<file path="config.mk">
export PLATFORM = sky130hd
export DESIGN_NAME = video_composite_timing
export DESIGN_NICKNAME = d
export VERILOG_FILES = /design/src/rtl/video_composite_timing_pkg.sv /design/src/rtl/video_timing_counter.sv /design/src/rtl/video_composite_timing.sv
export SDC_FILE = /design/constraint.sdc
export NUM_CORES = 1
export LEC_CHECK = 0
export ABC_CLOCK_PERIOD_IN_PS = 5200
export BUFFER_PORTS_ARGS = -buffer_cell sky130_fd_sc_hd__buf_2
export CAP_MARGIN = 20
export CORE_MARGIN = 8
export CORE_UTILIZATION = 55
export CTS_BUF_LIST = sky130_fd_sc_hd__clkbuf_4 sky130_fd_sc_hd__clkbuf_8
export DETAILED_ROUTE_END_ITERATION = 8
export GPL_ROUTABILITY_DRIVEN = 0
export PLACE_DENSITY = 0.79
export SYNTH_ARGS = -nofsm -noshare
export SYNTH_HDL_FRONTEND = slang
export SYNTH_SLANG_ARGS = --single-unit
</file>
<file path="constraint.sdc">
create_clock -name clk -period 5.2 [get_ports clk]
set_input_delay 0.52 -clock clk [delete_from_list [all_inputs] [get_ports clk]]
set_output_delay 0.52 -clock clk [all_outputs]
set_load 0.1 [all_outputs]
</file>
<file path="src/rtl/video_composite_timing_pkg.sv">
// Shared NTSC composite video timing constants and line classification,
// used by the timing generator and downstream pixel-fetch logic.
package video_composite_timing_pkg;

   localparam int unsigned NTSC_H_TOTAL        = 1588;
   localparam int unsigned NTSC_HSYNC_W        = 117;
   localparam int unsigned NTSC_EQ_W           = 59;
   localparam int unsigned NTSC_BURST_START    = 134;
   localparam int unsigned NTSC_BURST_W        = 63;
   localparam int unsigned NTSC_ACTIVE_START   = 238;
   localparam int unsigned NTSC_ACTIVE_W       = 1280;
   localparam int unsigned NTSC_V_TOTAL        = 262;
   localparam int unsigned NTSC_V_ACTIVE_START = 21;
   localparam int unsigned NTSC_V_ACTIVE_H     = 240;

   localparam int unsigned H_COUNT_W = 11;
   localparam int unsigned V_COUNT_W = 9;

   // Lines 0..8 carry the vertical interval; burst is always suppressed there.
   localparam logic [V_COUNT_W-1:0] FIRST_BURST_LINE = 9'd9;

   typedef enum logic [1:0] {
      LINE_NORMAL,
      LINE_EQUALIZE,
      LINE_VSYNC
   } line_type_e;

   function automatic line_type_e line_type_of(input logic [V_COUNT_W-1:0] vc);
      line_type_e lt;
      lt = LINE_NORMAL;
      if (vc <= 9'd2 || (vc >= 9'd6 && vc <= 9'd8)) begin
         lt = LINE_EQUALIZE;
      end else if (vc <= 9'd5) begin
         lt = LINE_VSYNC;
      end
      return lt;
   endfunction

endpackage

</file>
<file path="src/rtl/video_timing_counter.sv">
// Horizontal/vertical raster position counters with a line-end strobe.
module video_timing_counter
   import video_composite_timing_pkg::*;
#(
   parameter int unsigned H_TOTAL = NTSC_H_TOTAL,
   parameter int unsigned V_TOTAL = NTSC_V_TOTAL
) (
   input  logic                 clk,
   input  logic                 rst,
   output logic [H_COUNT_W-1:0] hc,
   output logic [V_COUNT_W-1:0] vc,
   output logic                 line_end
);

   localparam logic [H_COUNT_W-1:0] H_LAST = H_COUNT_W'(H_TOTAL - 1);
   localparam logic [V_COUNT_W-1:0] V_LAST = V_COUNT_W'(V_TOTAL - 1);

   logic [H_COUNT_W-1:0] hc_q, hc_d;
   logic [V_COUNT_W-1:0] vc_q, vc_d;
   logic                 line_end_d;

   always_comb begin
      line_end_d = (hc_q == H_LAST);
      hc_d       = line_end_d ? '0 : hc_q + 11'd1;
      vc_d       = vc_q;
      if (line_end_d) begin
         vc_d = (vc_q == V_LAST) ? '0 : vc_q + 9'd1;
      end
   end

   always_ff @(posedge clk) begin
      if (rst) begin
         hc_q <= '0;
         vc_q <= '0;
      end else begin
         hc_q <= hc_d;
         vc_q <= vc_d;
      end
   end

   assign hc       = hc_q;
   assign vc       = vc_q;
   assign line_end = line_end_d;

endmodule

</file>
<file path="src/rtl/video_composite_timing.sv">
// NTSC 240p composite timing generator: sync with equalizing/serrated vsync,
// burst gate, active window and pixel coordinates, all registered one cycle behind.
module video_composite_timing
   import video_composite_timing_pkg::*;
#(
   parameter int unsigned H_TOTAL        = NTSC_H_TOTAL,
   parameter int unsigned HSYNC_W        = NTSC_HSYNC_W,
   parameter int unsigned EQ_W           = NTSC_EQ_W,
   parameter int unsigned BURST_START    = NTSC_BURST_START,
   parameter int unsigned BURST_W        = NTSC_BURST_W,
   parameter int unsigned ACTIVE_START   = NTSC_ACTIVE_START,
   parameter int unsigned ACTIVE_W       = NTSC_ACTIVE_W,
   parameter int unsigned V_TOTAL        = NTSC_V_TOTAL,
   parameter int unsigned V_ACTIVE_START = NTSC_V_ACTIVE_START,
   parameter int unsigned V_ACTIVE_H     = NTSC_V_ACTIVE_H
) (
   input  logic        clk,
   input  logic        rst,
   output logic        sync_n,
   output logic        color_burst,
   output logic        active,
   output logic [10:0] h_count,
   output logic [8:0]  v_count,
   output logic        vblank,
   output logic        frame_start
);

   if (BURST_START + BURST_W > ACTIVE_START) begin : g_chk_burst
      $error("burst gate overlaps active window");
   end
   if (ACTIVE_START + ACTIVE_W > H_TOTAL) begin : g_chk_active
      $error("active window exceeds line length");
   end
   if (V_ACTIVE_START < 9) begin : g_chk_vstart
      $error("active lines overlap vertical interval");
   end
   if (V_ACTIVE_START + V_ACTIVE_H > V_TOTAL) begin : g_chk_vend
      $error("active lines exceed field length");
   end
   if (H_TOTAL > 2047 || V_TOTAL > 511) begin : g_chk_width
      $error("timing totals exceed counter width");
   end

   localparam logic [10:0] H_HALF      = 11'(H_TOTAL / 2);
   localparam logic [10:0] HS_END      = 11'(HSYNC_W);
   localparam logic [10:0] EQ_END      = 11'(EQ_W);
   localparam logic [10:0] EQ2_END     = 11'(H_TOTAL / 2 + EQ_W);
   localparam logic [10:0] SERR1_START = 11'(H_TOTAL / 2 - HSYNC_W);
   localparam logic [10:0] SERR2_START = 11'(H_TOTAL - HSYNC_W);
   localparam logic [10:0] BURST_LO    = 11'(BURST_START);
   localparam logic [10:0] BURST_HI    = 11'(BURST_START + BURST_W);
   localparam logic [10:0] ACT_LO      = 11'(ACTIVE_START);
   localparam logic [10:0] ACT_HI      = 11'(ACTIVE_START + ACTIVE_W);
   localparam logic [8:0]  VA_LO       = 9'(V_ACTIVE_START);
   localparam logic [8:0]  VA_HI       = 9'(V_ACTIVE_START + V_ACTIVE_H);

   logic [10:0] hc;
   logic [8:0]  vc;
   logic        line_end_unused;

   video_timing_counter #(
      .H_TOTAL (H_TOTAL),
      .V_TOTAL (V_TOTAL)
   ) u_counter (
      .clk      (clk),
      .rst      (rst),
      .hc       (hc),
      .vc       (vc),
      .line_end (line_end_unused)
   );

   line_type_e  line_type;
   logic        v_in_active;
   logic        sync_n_q, sync_n_d;
   logic        color_burst_q, color_burst_d;
   logic        active_q, active_d;
   logic        vblank_q, vblank_d;
   logic        frame_start_q, frame_start_d;
   logic [10:0] h_count_q, h_count_d;
   logic [8:0]  v_count_q, v_count_d;

   always_comb begin
      line_type   = line_type_of(vc);
      v_in_active = (vc >= VA_LO) && (vc < VA_HI);
      sync_n_d    = 1'b1;

      unique case (line_type)
         LINE_EQUALIZE: sync_n_d = !((hc < EQ_END) || (hc >= H_HALF && hc < EQ2_END));
         // Serrated vsync: sync is mostly low, released just before each half-line.
         LINE_VSYNC:    sync_n_d = (hc >= SERR1_START && hc < H_HALF) || (hc >= SERR2_START);
         default:       sync_n_d = !(hc < HS_END);
      endcase

      color_burst_d = (hc >= BURST_LO) && (hc < BURST_HI) && (vc >= FIRST_BURST_LINE);
      active_d      = (hc >= ACT_LO) && (hc < ACT_HI) && v_in_active;
      vblank_d      = !v_in_active;
      frame_start_d = (hc == '0) && (vc == '0);
      h_count_d     = hc;
      v_count_d     = vc;
   end

   always_ff @(posedge clk) begin
      if (rst) begin
         sync_n_q      <= 1'b1;
         color_burst_q <= 1'b0;
         active_q      <= 1'b0;
         vblank_q      <= 1'b1;
         frame_start_q <= 1'b0;
         h_count_q     <= '0;
         v_count_q     <= '0;
      end else begin
         sync_n_q      <= sync_n_d;
         color_burst_q <= color_burst_d;
         active_q      <= active_d;
         vblank_q      <= vblank_d;
         frame_start_q <= frame_start_d;
         h_count_q     <= h_count_d;
         v_count_q     <= v_count_d;
      end
   end

   assign sync_n      = sync_n_q;
   assign color_burst = color_burst_q;
   assign active      = active_q;
   assign vblank      = vblank_q;
   assign frame_start = frame_start_q;
   assign h_count     = h_count_q;
   assign v_count     = v_count_q;

endmodule

</file>
---- Word-level counts from Yosys, hierarchy flattened ----
Cells that the tools add are included.
operators by class
  add/subtract/negate cells ............... 2
  magnitude comparators ................... 18
  equality and inequality tests ........... 4
  muxes and demuxes ....................... 4
  reduce and logical (&&, ||, !) cells .... 18
operators by type and width
  operator               number
  $ge 11x10->1 const B   2
  $ge 11x8->1 const B    2
  $lt 11x10->1 const B   2
  $add 11x1->11 const B  1
  $eq 11x11->1 const B   1
  $ge 11x11->1 const B   1
  $logic_not 11->1       1
  $lt 11x11->1 const B   1
  $lt 11x6->1 const B    1
  $lt 11x7->1 const B    1
  $lt 11x8->1 const B    1
  $add 9x1->9 const B    1
  $eq 9x9->1 const B     1
  $ge 9x3->1 const B     1
  $ge 9x4->1 const B     1
  $ge 9x5->1 const B     1
  $le 9x2->1 const B     1
  $le 9x3->1 const B     1
  $le 9x4->1 const B     1
  $logic_and 1x1->1      9
  $logic_not 9->1        1
  $lt 9x9->1 const B     1
  $mux 9                 1
  $mux 2                 2
  6 further kinds        10
word-level totals
  register bits ........................... 45
  input bits .............................. 2
  output and inout bits ................... 25
  logic and storage cells ................. 55

---- Longest topological paths before layout ----
  depth after elaboration ................. 6
  mapped depth ............................ 8
  gate-level depth less buffers ........... 7

---- Hierarchy ----
A second synthesis with hierarchy kept.
second synthesis, totals
  cell total of the unflattened synthesis .. 213
  area, all modules ....................... 1926.8 µm²
modules (own cells, without submodules)
  module                  instances  cells an instance  area an instance (µm²)  seq. area each (µm²)
  video_composite_timing  1          107                1006.0                  500.5
  video_timing_counter    1          106                920.9                   400.4

---- Worst setup path before layout ----
No wires, ideal clock.
  path type ............................... register -> register
  start ................................... register u_counter.hc_q[0], in the netlist u_counter.hc[0]
  end ..................................... register u_counter.vc_q[4], in the netlist u_counter.vc[4]
  library setup time ...................... 0.119 ns
  arrival ................................. 1.585 ns
  required time ........................... 5.081 ns
  slack ................................... 3.496 ns
  stages on the path, launching flop included .. 7
  path buffers ............................ 0
  period minus slack after synthesis ...... 1.704 ns
  cells stage by stage .................... dfxtp_1 > ha_1 > nand3_1 > nor3_4 > and4_1 > xnor2_1 > nor2_2
on the way
  cells in the longest elaborated chain, start to end .. 1
RTL lines
  element                   line                        text
  start: declaration        video_timing_counter.sv:18  logic [H_COUNT_W-1:0] hc_q, hc_d;
  start signal: assignment  video_timing_counter.sv:33  hc_q <= '0;
  start signal: assignment  video_timing_counter.sv:36  hc_q <= hc_d;
  $eq 11x11->1              video_timing_counter.sv:23  line_end_d = (hc_q == H_LAST);
  end signal: assignment    video_timing_counter.sv:37  vc_q <= vc_d;
  end: declaration          video_timing_counter.sv:19  logic [V_COUNT_W-1:0] vc_q, vc_d;
Every way passes these cells.
A chain may end at the register's enable or synchronous reset.

---- Worst setup path after layout ----
  start ................................... register u_counter.hc_q[1], in the netlist u_counter.hc[1]
  end ..................................... register u_counter.vc_q[3], in the netlist u_counter.vc[3]
The elaborated chain is that of the path after synthesis.

==> metrics.md <==
| Metric | Value |
|---|---|
| Avg Inst Size Synth | just under 9 um^2 |
| Most used cell along the critical path | nor2_1 |
| Clk slew on worst S/H paths | about 0.080 ns |
| Hold Crit Class | reg2reg |
| Worst Path Arrival | 2.28 ns |
| Pwr/cell area | about 290 nW/um^2 |
| Cell breakdown of the critical path | ha_1 -> nand3_1 -> nor3_4 -> nor2_1 -> nor2_2 -> nor2_1 |
| Crit-path leading delay family | simple AND/OR/NAND/NOR gates |
| TritonCTS clock tree | yes |
| Worst VDD drop | about 150 uV |
| Setup TNS | 0 ns |
| Post-Layout Cell Count | slightly above 300 |
| First-pass GRT wire length | between 6 and 7 mm |
| I/O Buffers | 26 |
| Layout cells sized above 1 | between 10% and 20% |
| Dpl cells | around 300 |
| Dpl ws | around 3.1 ns |
| RSZ-0062 raised after global routing | false |
| Detailed-route via count | 1658 |
| Crit-path slowest cell | dfxtp_1 |
| Die Wd | 77.1 um |
| Syn nets | approximately 250 |
| Skew final | 0.00224 ns |
| FF/Latch Area | ~900 um^2 |
| Top post-synthesis cells by area | dfxtp_1 44%, nor2_1 6.2%, ha_1 4.9%, nor2b_1 4.6%, xor2_1 3.4% |
| Synth cell count leaders | 45 x dfxtp_1, 34 x nor2_1, 15 x nor2b_1, 13 x nand3_1, 13 x o21ai_0 |
| Grt ovf | 0 |
| Via/cell ratio | roughly 5.5 |
| CTS sink cnt | 45 |
| Initial antenna violation count | 0 |
| Buf/Inv on CP | 0 |
| Rows | 22 |
| Mapped Cells | between 200 and 250 |
| Maxcap violations | 0 |
| Placeable Area | about 3600 um^2 |
| Die area | between 5000 and 6000 um^2 |
| Clk_lat worst skew | roughly 0.3 ns |
| Fill cells | about 330 |
| Pin count of the biggest net entering global routing | 30 |
| Top Ports | 27 |
| Syn Std Cell Area | just over 2000 um^2 |
| Number of global-route vias before repair | approximately 1400 |
| Top_reg_cell synth | dfxtp_1 |
| Nets | around 260 |
| Deepest clock path buffer count | 2 |
| CP endpoint kind | register |
| Slew Limit Headroom | 62.3% |
| # diodes | 0 |
| DRC viols | 0 |
| Share of the synthesized area in the top cell type | a little over two fifths |
| Crit Path Category | reg2reg |
| Synth async-reset ratio | 0% |
| Final Hold Viols | 0 |
| Tmin final | about 2.1 ns |
| Num CTS Buffers | 5 |
| Fin. max-slew vios | 0 |
| Detailed Route Iter0 Violations | roughly 180 |
| # setup viols final | 0 |
| Outcome | finished clean |
| Post-CTS sizing | 0 |
| # hold bufs at CTS | 0 |
| DPL Wire Length | roughly 2.8 mm |
| Post-synthesis cell type count | 44 |
| GRT Overall Usage | between 10% and 20% |
| Yosys warning count | 0 |
| Worst-path maximum fanout | 12 |
| Effective utilization at floorplan | between 50% and 60% |
| Req. time, crit path | ~5.4 ns |
| Post-synth EDFFs | 0 |
| CP peak stage delay | roughly 0.57 ns |
| Area growth from synthesis to layout | 12.3% |
| Most frequent cell after synthesis | dfxtp_1 |
| Seq/Total Area, Yosys | 43.9% |
| Die Y-Extent | slightly below 80 um |
| Fin area | ~2300 um^2 |
| Leading area contributor after synthesis | dfxtp_1 |
| 1st-pass router iterations | 4 |
| Setup Buffers After CTS | 0 |
| Startpoint Class | register |
| Multi-input logic area | 1060 um^2 |
| F_max | approximately 0.48 GHz |
| CTS Root Cell | clkbuf_8 |
| Average wire per standard cell | around 13 um |
| Flops & latches, synth | 45 |
| Leakage power | roughly 0.99 nW |
| Actual slew at the worst max-slew pin | between 0.5 and 0.6 ns |
| Number of routed nets with antenna violations | 0 |
| Post-DP Area | 2180 um^2 |
| Final worst path period share | roughly 40% |
| Final WS setup | 3.12 ns |
| Final Routed Wirelength | between 3 and 4 mm |
| H-tree depth | 2 |
## area by class of cell
cell class,instances,area share [%]
Clock inverter,2,1.63
Inverter,7,1.14
Tap cell,48,2.61
Sequential cell,45,39.1
Multi-Input combinational cell,168,46.2
Timing Repair Buffer,26,5.65
Clock buffer,6,3.59
## sequential cells by signal, indices dropped and copies added, names as in the netlist
| register | cells |
|---|---|
| h_count | 11 |
| u_counter.hc | 11 |
| u_counter.vc | 9 |
| v_count | 9 |
| active | 1 |
| color_burst | 1 |
| frame_start | 1 |
| sync_n | 1 |
| vblank | 1 |
## stage by stage
step	utilization (%)	total power, mW	hold slack (ns)
after floorplan	-	0.397	0.487
after global placement	60.1	0.404	0.514
after detailed placement	60.1	0.405	0.510
after CTS	63.4	0.677	0.521
after global routing	63.4	0.692	0.552
final	63.4	0.671	0.528
## layer usage
metal	GRT usage (%)	up-vias	part of all wire, %
met3	5.01	12	8.7
met1	18.3	740	50
met5	0	-	0
met2	18.8	70	39
li1	-	836	-
met4	6.79	0	2.2
## cells in the final DEF (no fill, tap or decap), types with 2 or more instances in the layout
master	instances
and3_1	9
nand2_1	11
dfxtp_1	45
nor2b_1	15
nand4_1	2
nor2_1	34
nand3_1	13
nor2_2	2
o31ai_1	3
ha_1	8
a21oi_1	4
o21ai_0	13
xnor2_1	7
o31a_1	2
nor4_1	2
xor2_1	8
nor3_1	6
inv_1	7
and2_1	2
buf_2	26
clkbuf_8	6
a31oi_1	4
nor3b_1	2
or3_1	2
## cells by family (layout without fill, tap and decap cells)
kind of cell	count (synthesis)	in the layout	synth area share, %
buffers and inverters	22	41	4.15
AND/OR/NAND/NOR	107	107	28.3
multiplexers	1	1	0.549
flip-flops	45	45	43.9
XOR/XNOR	15	15	6.41
adder cells (fa/ha/maj)	8	8	4.88
AO/OA/AOI/OAI	37	37	11.8
## path summary, 6_finish.rpt
check	startpoint	slack [ns]	depth (start not counted)	endpoint
hold / removal	u_counter.vc[5]$_SDFFE_PP0P_	0.53	1	v_count[5]$_SDFF_PP0_
setup / recovery	u_counter.hc[1]$_SDFF_PP0_	3.12	6	u_counter.vc[3]$_SDFFE_PP0P_
setup reg to reg	u_counter.hc[1]$_SDFF_PP0_	3.12	6	u_counter.vc[3]$_SDFFE_PP0P_
hold reg to reg	u_counter.vc[5]$_SDFFE_PP0P_	0.53	1	v_count[5]$_SDFF_PP0_
## report_power, final
| part | switching [mW] | internal, mW |
|---|---|---|
| clock | 0.118 | 0.156 |
| sequential | 0.00685 | 0.349 |
| combinational | 0.0320 | 0.00920 |
| total | 0.157 | 0.514 |
No activity file was read; power rests on OpenSTA's default activity.
